$ cat src/rtl/delta_sigma_dac.sv
// delta_sigma_dac
//   Second-order 1-bit delta-sigma DAC with a soft-mute gain ramp and a
//   sticky integrator-saturation flag.
//
// Parameters
//   ACC_W     signed width of both integrators (at least 17)
//   RAMP_DIV  clk cycles per one-LSB gain step while ramping
//
// Ports
//   clk        system clock, rising edge
//   rst_n      asynchronous active-low reset
//   sample_in  signed 16-bit PCM sample (16x upsampled, held, no strobe)
//   mute       1 ramps the gain to silence, 0 ramps it to full scale
//   ovf_clr    single-cycle pulse clearing ovf
//   dac_out    registered 1-bit modulator output
//   muted      high while the mute FSM sits in MUTED
//   ovf        sticky flag, set whenever an integrator saturates
module delta_sigma_dac #(
  parameter int ACC_W    = 24,
  parameter int RAMP_DIV = 256
) (
  input  logic               clk,
  input  logic               rst_n,
  input  logic signed [15:0] sample_in,
  input  logic               mute,
  input  logic               ovf_clr,
  output logic               dac_out,
  output logic               muted,
  output logic               ovf
);

  localparam int DIV_W = (RAMP_DIV > 1) ? $clog2(RAMP_DIV) : 1;
  localparam logic [DIV_W-1:0] DIV_LAST = DIV_W'(RAMP_DIV - 1);
  // Two guard bits: i2 + i1' - fb can reach about 2^ACC_W + 2^15.
  localparam int SUM_W = ACC_W + 2;
  localparam logic signed [ACC_W-1:0] I_MAX = {1'b0, {(ACC_W-1){1'b1}}};
  localparam logic signed [ACC_W-1:0] I_MIN = {1'b1, {(ACC_W-1){1'b0}}};
  localparam logic [8:0] GAIN_FULL = 9'd256;

  typedef enum logic [1:0] {
    S_MUTED,
    S_RAMP_UP,
    S_PLAY,
    S_RAMP_DOWN
  } state_e;

  state_e                    state_q, state_d;
  logic [8:0]                gain_q, gain_d;
  logic [DIV_W-1:0]          div_q, div_d;
  logic signed [15:0]        sample_q;
  logic signed [ACC_W-1:0]   i1_q, i1_d;
  logic signed [ACC_W-1:0]   i2_q, i2_d;
  logic                      dac_q, dac_d;
  logic                      ovf_q, ovf_d;

  logic signed [25:0]        prod;
  logic signed [15:0]        p;
  logic signed [16:0]        p_ext;
  logic signed [16:0]        x;
  logic signed [SUM_W-1:0]   fb;
  logic signed [SUM_W-1:0]   sum1, sum2;
  logic                      clip1, clip2;
  logic                      wrap;

  // Modulator datapath
  always_comb begin
    prod  = sample_q * $signed({1'b0, gain_q});
    p     = 16'(prod >>> 8);
    p_ext = 17'(p);
    x     = (p_ext >>> 1) + (p_ext >>> 2);
    fb    = dac_q ? SUM_W'(32768) : SUM_W'(-32768);

    sum1  = SUM_W'(i1_q) + SUM_W'(x) - fb;
    clip1 = 1'b0;
    if (sum1 > SUM_W'(I_MAX)) begin
      i1_d  = I_MAX;
      clip1 = 1'b1;
    end else if (sum1 < SUM_W'(I_MIN)) begin
      i1_d  = I_MIN;
      clip1 = 1'b1;
    end else begin
      i1_d  = ACC_W'(sum1);
    end

    sum2  = SUM_W'(i2_q) + SUM_W'(i1_d) - fb;
    clip2 = 1'b0;
    if (sum2 > SUM_W'(I_MAX)) begin
      i2_d  = I_MAX;
      clip2 = 1'b1;
    end else if (sum2 < SUM_W'(I_MIN)) begin
      i2_d  = I_MIN;
      clip2 = 1'b1;
    end else begin
      i2_d  = ACC_W'(sum2);
    end

    dac_d = ~i2_d[ACC_W-1];
    // A clamp in the same cycle as ovf_clr keeps the flag set.
    ovf_d = clip1 | clip2 | (ovf_q & ~ovf_clr);
  end

  // Mute FSM and gain ramp
  always_comb begin
    state_d = state_q;
    gain_d  = gain_q;
    div_d   = div_q;
    wrap    = (div_q == DIV_LAST);

    unique case (state_q)
      S_MUTED: begin
        gain_d = '0;
        div_d  = '0;
        if (!mute) state_d = S_RAMP_UP;
      end

      S_RAMP_UP: begin
        if (mute) begin
          state_d = S_RAMP_DOWN;
          div_d   = '0;
        end else if (wrap) begin
          div_d = '0;
          // Saturating step: a reversal out of RAMP_DOWN can arrive at full gain.
          if (gain_q >= 9'd255) begin
            gain_d  = GAIN_FULL;
            state_d = S_PLAY;
          end else begin
            gain_d  = gain_q + 9'd1;
          end
        end else begin
          div_d = div_q + 1'b1;
        end
      end

      S_PLAY: begin
        gain_d = GAIN_FULL;
        div_d  = '0;
        if (mute) state_d = S_RAMP_DOWN;
      end

      S_RAMP_DOWN: begin
        if (!mute) begin
          state_d = S_RAMP_UP;
          div_d   = '0;
        end else if (wrap) begin
          div_d = '0;
          // Saturating step: a reversal out of RAMP_UP can arrive at zero gain.
          if (gain_q <= 9'd1) begin
            gain_d  = '0;
            state_d = S_MUTED;
          end else begin
            gain_d  = gain_q - 9'd1;
          end
        end else begin
          div_d = div_q + 1'b1;
        end
      end

      default: begin
        state_d = S_MUTED;
        gain_d  = '0;
        div_d   = '0;
      end
    endcase
  end

  always_ff @(posedge clk or negedge rst_n) begin
    if (!rst_n) begin
      state_q  <= S_MUTED;
      gain_q   <= '0;
      div_q    <= '0;
      sample_q <= '0;
      i1_q     <= '0;
      i2_q     <= '0;
      dac_q    <= 1'b0;
      ovf_q    <= 1'b0;
    end else begin
      state_q  <= state_d;
      gain_q   <= gain_d;
      div_q    <= div_d;
      sample_q <= sample_in;
      i1_q     <= i1_d;
      i2_q     <= i2_d;
      dac_q    <= dac_d;
      ovf_q    <= ovf_d;
    end
  end

  assign dac_out = dac_q;
  assign muted   = (state_q == S_MUTED);
  assign ovf     = ovf_q;

endmodule

$ cat config.mk
export PLATFORM = sky130hd
export DESIGN_NAME = delta_sigma_dac
export DESIGN_NICKNAME = d
export VERILOG_FILES = /design/src/rtl/delta_sigma_dac.sv
export SDC_FILE = /design/constraint.sdc
export NUM_CORES = 1
export LEC_CHECK = 0
export ABC_AREA = 1
export ABC_CLOCK_PERIOD_IN_PS = 26000
export BUFFER_PORTS_ARGS = -buffer_cell sky130_fd_sc_hd__buf_4
export CELL_PAD_IN_SITES_DETAIL_PLACEMENT = 1
export CELL_PAD_IN_SITES_GLOBAL_PLACEMENT = 2
export CORE_MARGIN = 2
export CORE_UTILIZATION = 42
export CTS_BUF_LIST = sky130_fd_sc_hd__clkbuf_16
export DETAILED_ROUTE_END_ITERATION = 10
export MAX_ROUTING_LAYER = met4
export PLACE_DENSITY_LB_ADDON = 0.15
export RECOVER_POWER = 25
export SYNTH_ARGS = -nofsm -noshare
export SYNTH_HDL_FRONTEND = slang
export SYNTH_SLANG_ARGS = --single-unit
$ cat constraint.sdc
create_clock -name clk -period 26 [get_ports clk]
set_clock_uncertainty 0.15 [all_clocks]
set_input_delay 2.6 -clock clk [delete_from_list [all_inputs] [get_ports clk]]
set_output_delay 2.6 -clock clk [all_outputs]
set_load 0.01 [all_outputs]
==> qor.txt, run 1 <==
total core area: 0.0316 mm2
H-tree levels: 3
CP Data Required Time: 26040 ps
setup bufs post-CTS: 0
1st-iter DRT viols: 397
Port Buffers: 22
Max Cap Viol: 1
Antenna Cells: 0
critical path arrival: 12280 ps
slowest stage cell, crit path: xor2_1
CP Depth: 48
initial antenna violation count: 0
Syn. warnings: 0
Total Wirelength: 37.3 mm
max incr delay on CP: 840 ps
final instance area: 0.0143 mm2
Final Hold Vio Count: 0
area grow syn2layout: 5.57%
Avg Inst Size Synth: 7.24 um2
gr usage total: 0.246
fmax: 81.6 MHz
unrepaired setup endpoints after global routing: false
WS Path Type: reg -> reg
Reg clk slew, reported paths: 70 ps
Die H: 184 um
Initial Utilization: 0.428
gr ovfl total: 0
Net Count, Synth: 2183
Slew Limit Fails: 25
Slew Limit Headroom: -0.300
count of cell types in the netlist: 44
Root Buffer: clkbuf_16
vias in the first global route: 12300
CTS tree: yes
Fillers: 4049
Via Count: 11100
full die area: 0.0337 mm2
Crit path max-delay family: adder cells
placed standard-cell area: 0.0140 mm2
residual DRC count: 0
Num CTS Buffers: 9
Setup TNS Final: 0 ps
Routed WL per cell: 16.4 um
GPL Wtd Cong: 0.866
worst reg2reg path depth: 48
Post-synth EDFFs: 0
clock tree buffer depth: 2
worst-margin pin slew: 1950 ps
DPL Wire Length: 31.4 mm
hold path cells: 1
die width: 184 um
clk_lat worst skew: 380 ps
failing checks: max-capacitance violations, max-slew violations
Crit Path Max Fanout: 24
IO Count: 23
setup violators final: 0
CTS sink count: 85
Post-synth ARST share: 1.00
Resized cells post-CTS: 0
Worst setup SP type: flip-flop
Post-DRT Antenna Nets: 0
cells after synthesis: 1870
Crit. End Element: flip-flop
CTS hold repair buffers: 0
Nets: 2175
first-pass GRT wire length: 63.3 mm
status: finished with violations
vias per std cell: 4.91
floorplan row count: 65
largest net degree at the start of global routing: 63
ys flop type: dfrtp_1
fin crit share: 0.471
#FFs+latches synth: 85
share of cells above drive strength 1: 0.0461
Buf+Inv Stages, Crit Path: 9
worst hold path type: reg -> reg
cell mode on critical path: nand2_1
DR pass1 iterations: 4
clock period minus worst slack: 12250 ps
synthesized area: 0.0135 mm2
sequential share of the synthesized area: 0.157
==> path summary, 6_finish.rpt <==
path,slack (ps),from,endpoint
worst max-delay path,13750,gain_q[2],i2_q[20]
worst min-delay path,310,div_q[0],div_q[0]
worst max register to register,13750,gain_q[2],i2_q[20]
worst min register to register,310,div_q[0],div_q[0]
max in group asynchronous,21310,rst_n,sample_q[8]
min in group asynchronous,2620,rst_n,i2_q[22]
==> flip-flops by register name, indices dropped and copies added (netlist names) <==
signal	flops
state_q	2
i1_q	24
dac_out	1
ovf	1
i2_q	24
div_q	8
sample_q	16
gain_q	9
==> stage by stage <==
stage                     std cells  utilization  setup WS (ps)  hold slack (ps)
final                          2269        0.452          13750              310
after global routing           2269        0.452          12720              343
after CTS                      2269        0.452          13650              316
after detailed placement       2253        0.443          13680              307
after global placement         2253        0.443          13880              299
after floorplan                1870            -          16030              283
==> cells by family after synthesis <==
| family | synth area share |
|---|---|
| AO/OA/AOI/OAI | 0.0646 |
| XOR/XNOR | 0.0498 |
| adder cells (fa/ha/maj) | 0.351 |
| buffers and inverters | 0.153 |
| flip-flops | 0.157 |
| AND/OR/NAND/NOR | 0.225 |
==> worst register-to-register path, delay by kind of cell (launching register included) <==
family | cells | cell delay [ps]
AOI/OAI and AO/OA | 6 | 1200
xor gates and xnor gates | 1 | 840
adders and majority gates | 11 | 4920
buffers and inverters | 9 | 1220
DFF | 1 | 710
and+or+nand+nor | 21 | 3040
==> synth_stat cells (2+ instances only) <==
library cell | count | area, um2
a21o_1 | 5 | 37.5
nor2_2 | 3 | 18.8
nand2_2 | 15 | 93.8
nor3b_1 | 4 | 30.0
buf_6 | 3 | 33.8
a21boi_0 | 2 | 15.0
buf_2 | 8 | 40.0
buf_4 | 4 | 30.0
and2_1 | 4 | 25.0
nand4_1 | 25 | 156
clkbuf_1 | 26 | 97.6
inv_1 | 481 | 1810
nand3b_1 | 3 | 22.5
nor3_1 | 14 | 70.1
xor2_1 | 43 | 377
clkinv_1 | 2 | 7.51
a31oi_1 | 5 | 31.3
nand3_1 | 52 | 260
a21oi_1 | 60 | 300
nand2_1 | 479 | 1800
a211oi_1 | 3 | 22.5
inv_2 | 9 | 33.8
nand2_4 | 10 | 113
xnor2_1 | 34 | 298
fa_1 | 144 | 2880
nor3_2 | 2 | 20.0
ha_1 | 149 | 1860
o21ai_0 | 53 | 265
dfrtp_1 | 85 | 2130
nor2_1 | 110 | 413
o211ai_1 | 2 | 15.0
a21oi_2 | 7 | 61.3
buf_1 | 2 | 7.51
o21bai_1 | 7 | 52.6
o22ai_1 | 6 | 37.5
==> metal layers <==
| metal | up-vias | GRT usage | wire length (um) |
|---|---|---|---|
| met3 | 25 | 0.0275 | 742 |
| met2 | 81 | 0.452 | 19900 |
| met4 | 0 | 0.0451 | 468 |
| li1 | 5535 | - | - |
| met5 | - | - | 0 |
| met1 | 5500 | 0.293 | 16200 |
==> final cells by class <==
cell class	count	area, um2	area share
inverters	492	1850	0.129
multi-input cells	1249	9340	0.653
clock inverters	7	75.1	0.00525
well taps	402	503	0.0352
flip-flops and latches	85	2130	0.149
repair buffers	25	180	0.0126
clock buffers	9	225	0.0158
==> cell usage in the layout, fill, tap and decap left out, types with 6 or more instances in the layout <==
cell,instances
o21ai_0,53
nand2_4,10
buf_4,7
clkbuf_16,9
a21oi_2,7
dfrtp_1,85
inv_1,482
nand2_2,15
nor2_1,110
nand3_1,52
nor3_1,14
nand2_1,479
clkbuf_4,16
o22ai_1,6
ha_1,149
fa_1,144
o21bai_1,7
a21oi_1,60
inv_2,9
xor2_1,43
nand4_1,25
xnor2_1,34
Power of run 1 is not shown: default switching activity piles up to over one toggle a cycle in this logic, so the estimate is an artifact.
==> inputs of run 2 (changes only) <==
- ABC_CLOCK_PERIOD_IN_PS: 26000 -> 10050
- CORE_UTILIZATION: 42 -> 35
- clock period: 26 -> 10.05 ns (I/O delays scaled with it)
==> qor.txt, run 2 (synthesis results as in run 1) <==
slowest stage cell, crit path: fa_2
clock tree buffer depth: 2
share of cells above drive strength 1: 0.320
residual DRC count: 0
IO Count: 23
Top Metal Used: met4
critical path arrival: 9910 ps
failing checks: max-capacitance violations, max-slew violations
Port Buffers: 22
setup violators final: 0
CTS sink count: 85
worst-margin pin slew: 2750 ps
full die area: 0.0403 mm2
initial antenna violation count: 0
Crit Path Max Fanout: 8
Routed WL per cell: 16.3 um
unrepaired setup endpoints after global routing: true
Post-DRT Antenna Nets: 0
Multi-input gate area: 0.0111 mm2
vias per std cell: 4.64
Slew Limit Fails: 42
status: finished with violations
Slew Limit Headroom: -0.834
Crit. End Element: flip-flop
final core utilization: 0.485
Reg2Reg Setup Slack: 240 ps
max incr delay on CP: 590 ps
largest net degree at the start of global routing: 46
H-tree levels: 3
fin cells: 2683
fmax: 102 MHz
Root Buffer: clkbuf_16
CP Data Required Time: 10150 ps
DP Cell Count: 2618
Via Count: 12500
DPL Wire Length: 35.4 mm
CTS tree: yes
fin crit share: 0.977
Worst setup SP type: flip-flop
most frequent cells in the layout: inv_1, nand2_1, buf_4, fa_1, ha_1
area grow syn2layout: 37.6%
die width: 201 um
RR Endpoint: i2_q[18]
gr usage total: 0.227
GPL Wtd Cong: 0.855
Final Hold Vio Count: 0
Fillers: 4709
clock period minus worst slack: 9810 ps
met2 wire len: 23.9 mm
Reg clk slew, reported paths: 80 ps
DR WL met3: 543 um
Die H: 201 um
Num CTS Buffers: 9
1st-iter DRT viols: 271
CTS hold repair buffers: 0
Total Wirelength: 43.7 mm
Setup crit start: sample_q[15]
worst hold path type: reg -> reg
Setup crit end: i2_q[18]
biggest regs: i1_q x24, i2_q x24, sample_q x16
vias in the first global route: 13800
clk_lat worst skew: 380 ps
DR pass1 iterations: 4
Met1 Routed Length: 18.1 mm
Max Cap Viol: 1
worst reg2reg path depth: 55
cell mode on critical path: nand2_2
Sequential Area: 0.00215 mm2
commonest non-fill, non-tap cell in the layout: inv_1
total core area: 0.0384 mm2
first-pass GRT wire length: 70.3 mm
Fin Hold WS: 313 ps
Initial Utilization: 0.353
Nets: 2473
floorplan row count: 72
Worst R2R Start: sample_q[15]
WS Path Type: reg -> reg
Antenna Cells: 0
gr ovfl total: 0
-- run 2: changes by cell type in the layout (fill, tap and decap cells not counted), sizes merged --
| cell | delta |
|---|---|
| buf | +296 |
| clkinv | +3 |
| clkinvlp | -2 |
| nand2 | +1 |
-- run 2: worst min-delay path by stage --
stage | from | end | slack, ps | cells past startpoint
6_report | div_q[0] | div_q[0] | 310 | 1
5_1_grt | div_q[0] | div_q[0] | 380 | 1
2_1_floorplan | div_q[0] | div_q[0] | 280 | 1
3_5_place_dp | div_q[0] | div_q[0] | 310 | 1
4_1_cts | div_q[0] | div_q[0] | 320 | 1
3_3_place_gp | div_q[0] | div_q[0] | 300 | 1
-- run 2: critical path, delay by kind of cell, from the launching register on --
family	cells	cell delay (ps)
buf+inv	16	1880
compound gates	5	540
simple gates	22	2110
fa+ha+maj	11	4310
flops	1	500
xor+xnor	1	160
-- run 2: layer usage --
| layer | track usage | vias up |
|---|---|---|
| li1 | - | 6133 |
| met3 | 0.0244 | 62 |
| met4 | 0.0728 | 0 |
| met1 | 0.257 | 6174 |
| met2 | 0.416 | 86 |
| met5 | - | - |
-- run 2: cell type report --
class,count,share of cell area
Inverter,492,0.0997
Clock buffer,9,0.0121
Multi-Input combinational cell,1250,0.595
Tap cell,518,0.0348
Timing Repair inverter,1,0.000269
Sequential cell,85,0.115
Clock inverter,7,0.00430
Timing Repair Buffer,321,0.139
-- run 2: what timing repair did --
| action | 4_1_cts | 5_1_grt |
|---|---|---|
| pin swaps | 24 | 105 |
| hold endpoints to repair | 0 | 0 |
| buffers inserted | 11 | 34 |
| gates cloned | 2 | 2 |
| resized for setup | 95 | 316 |
| setup endpoints to repair | 26 | 26 |
-- run 2: per-stage QoR --
step / setup WS [ps] / instance area [um2] / TNS [ps]
floorplan: 84.3 / 13500 / 0
detailed placement: -625 / 16100 / -13630
CTS: 6.81 / 17000 / 0
finish: 235 / 18600 / 0
global route: -168 / 18600 / -2780
global placement: -574 / 16100 / -11900
Power of run 2 is left out for the same reason.
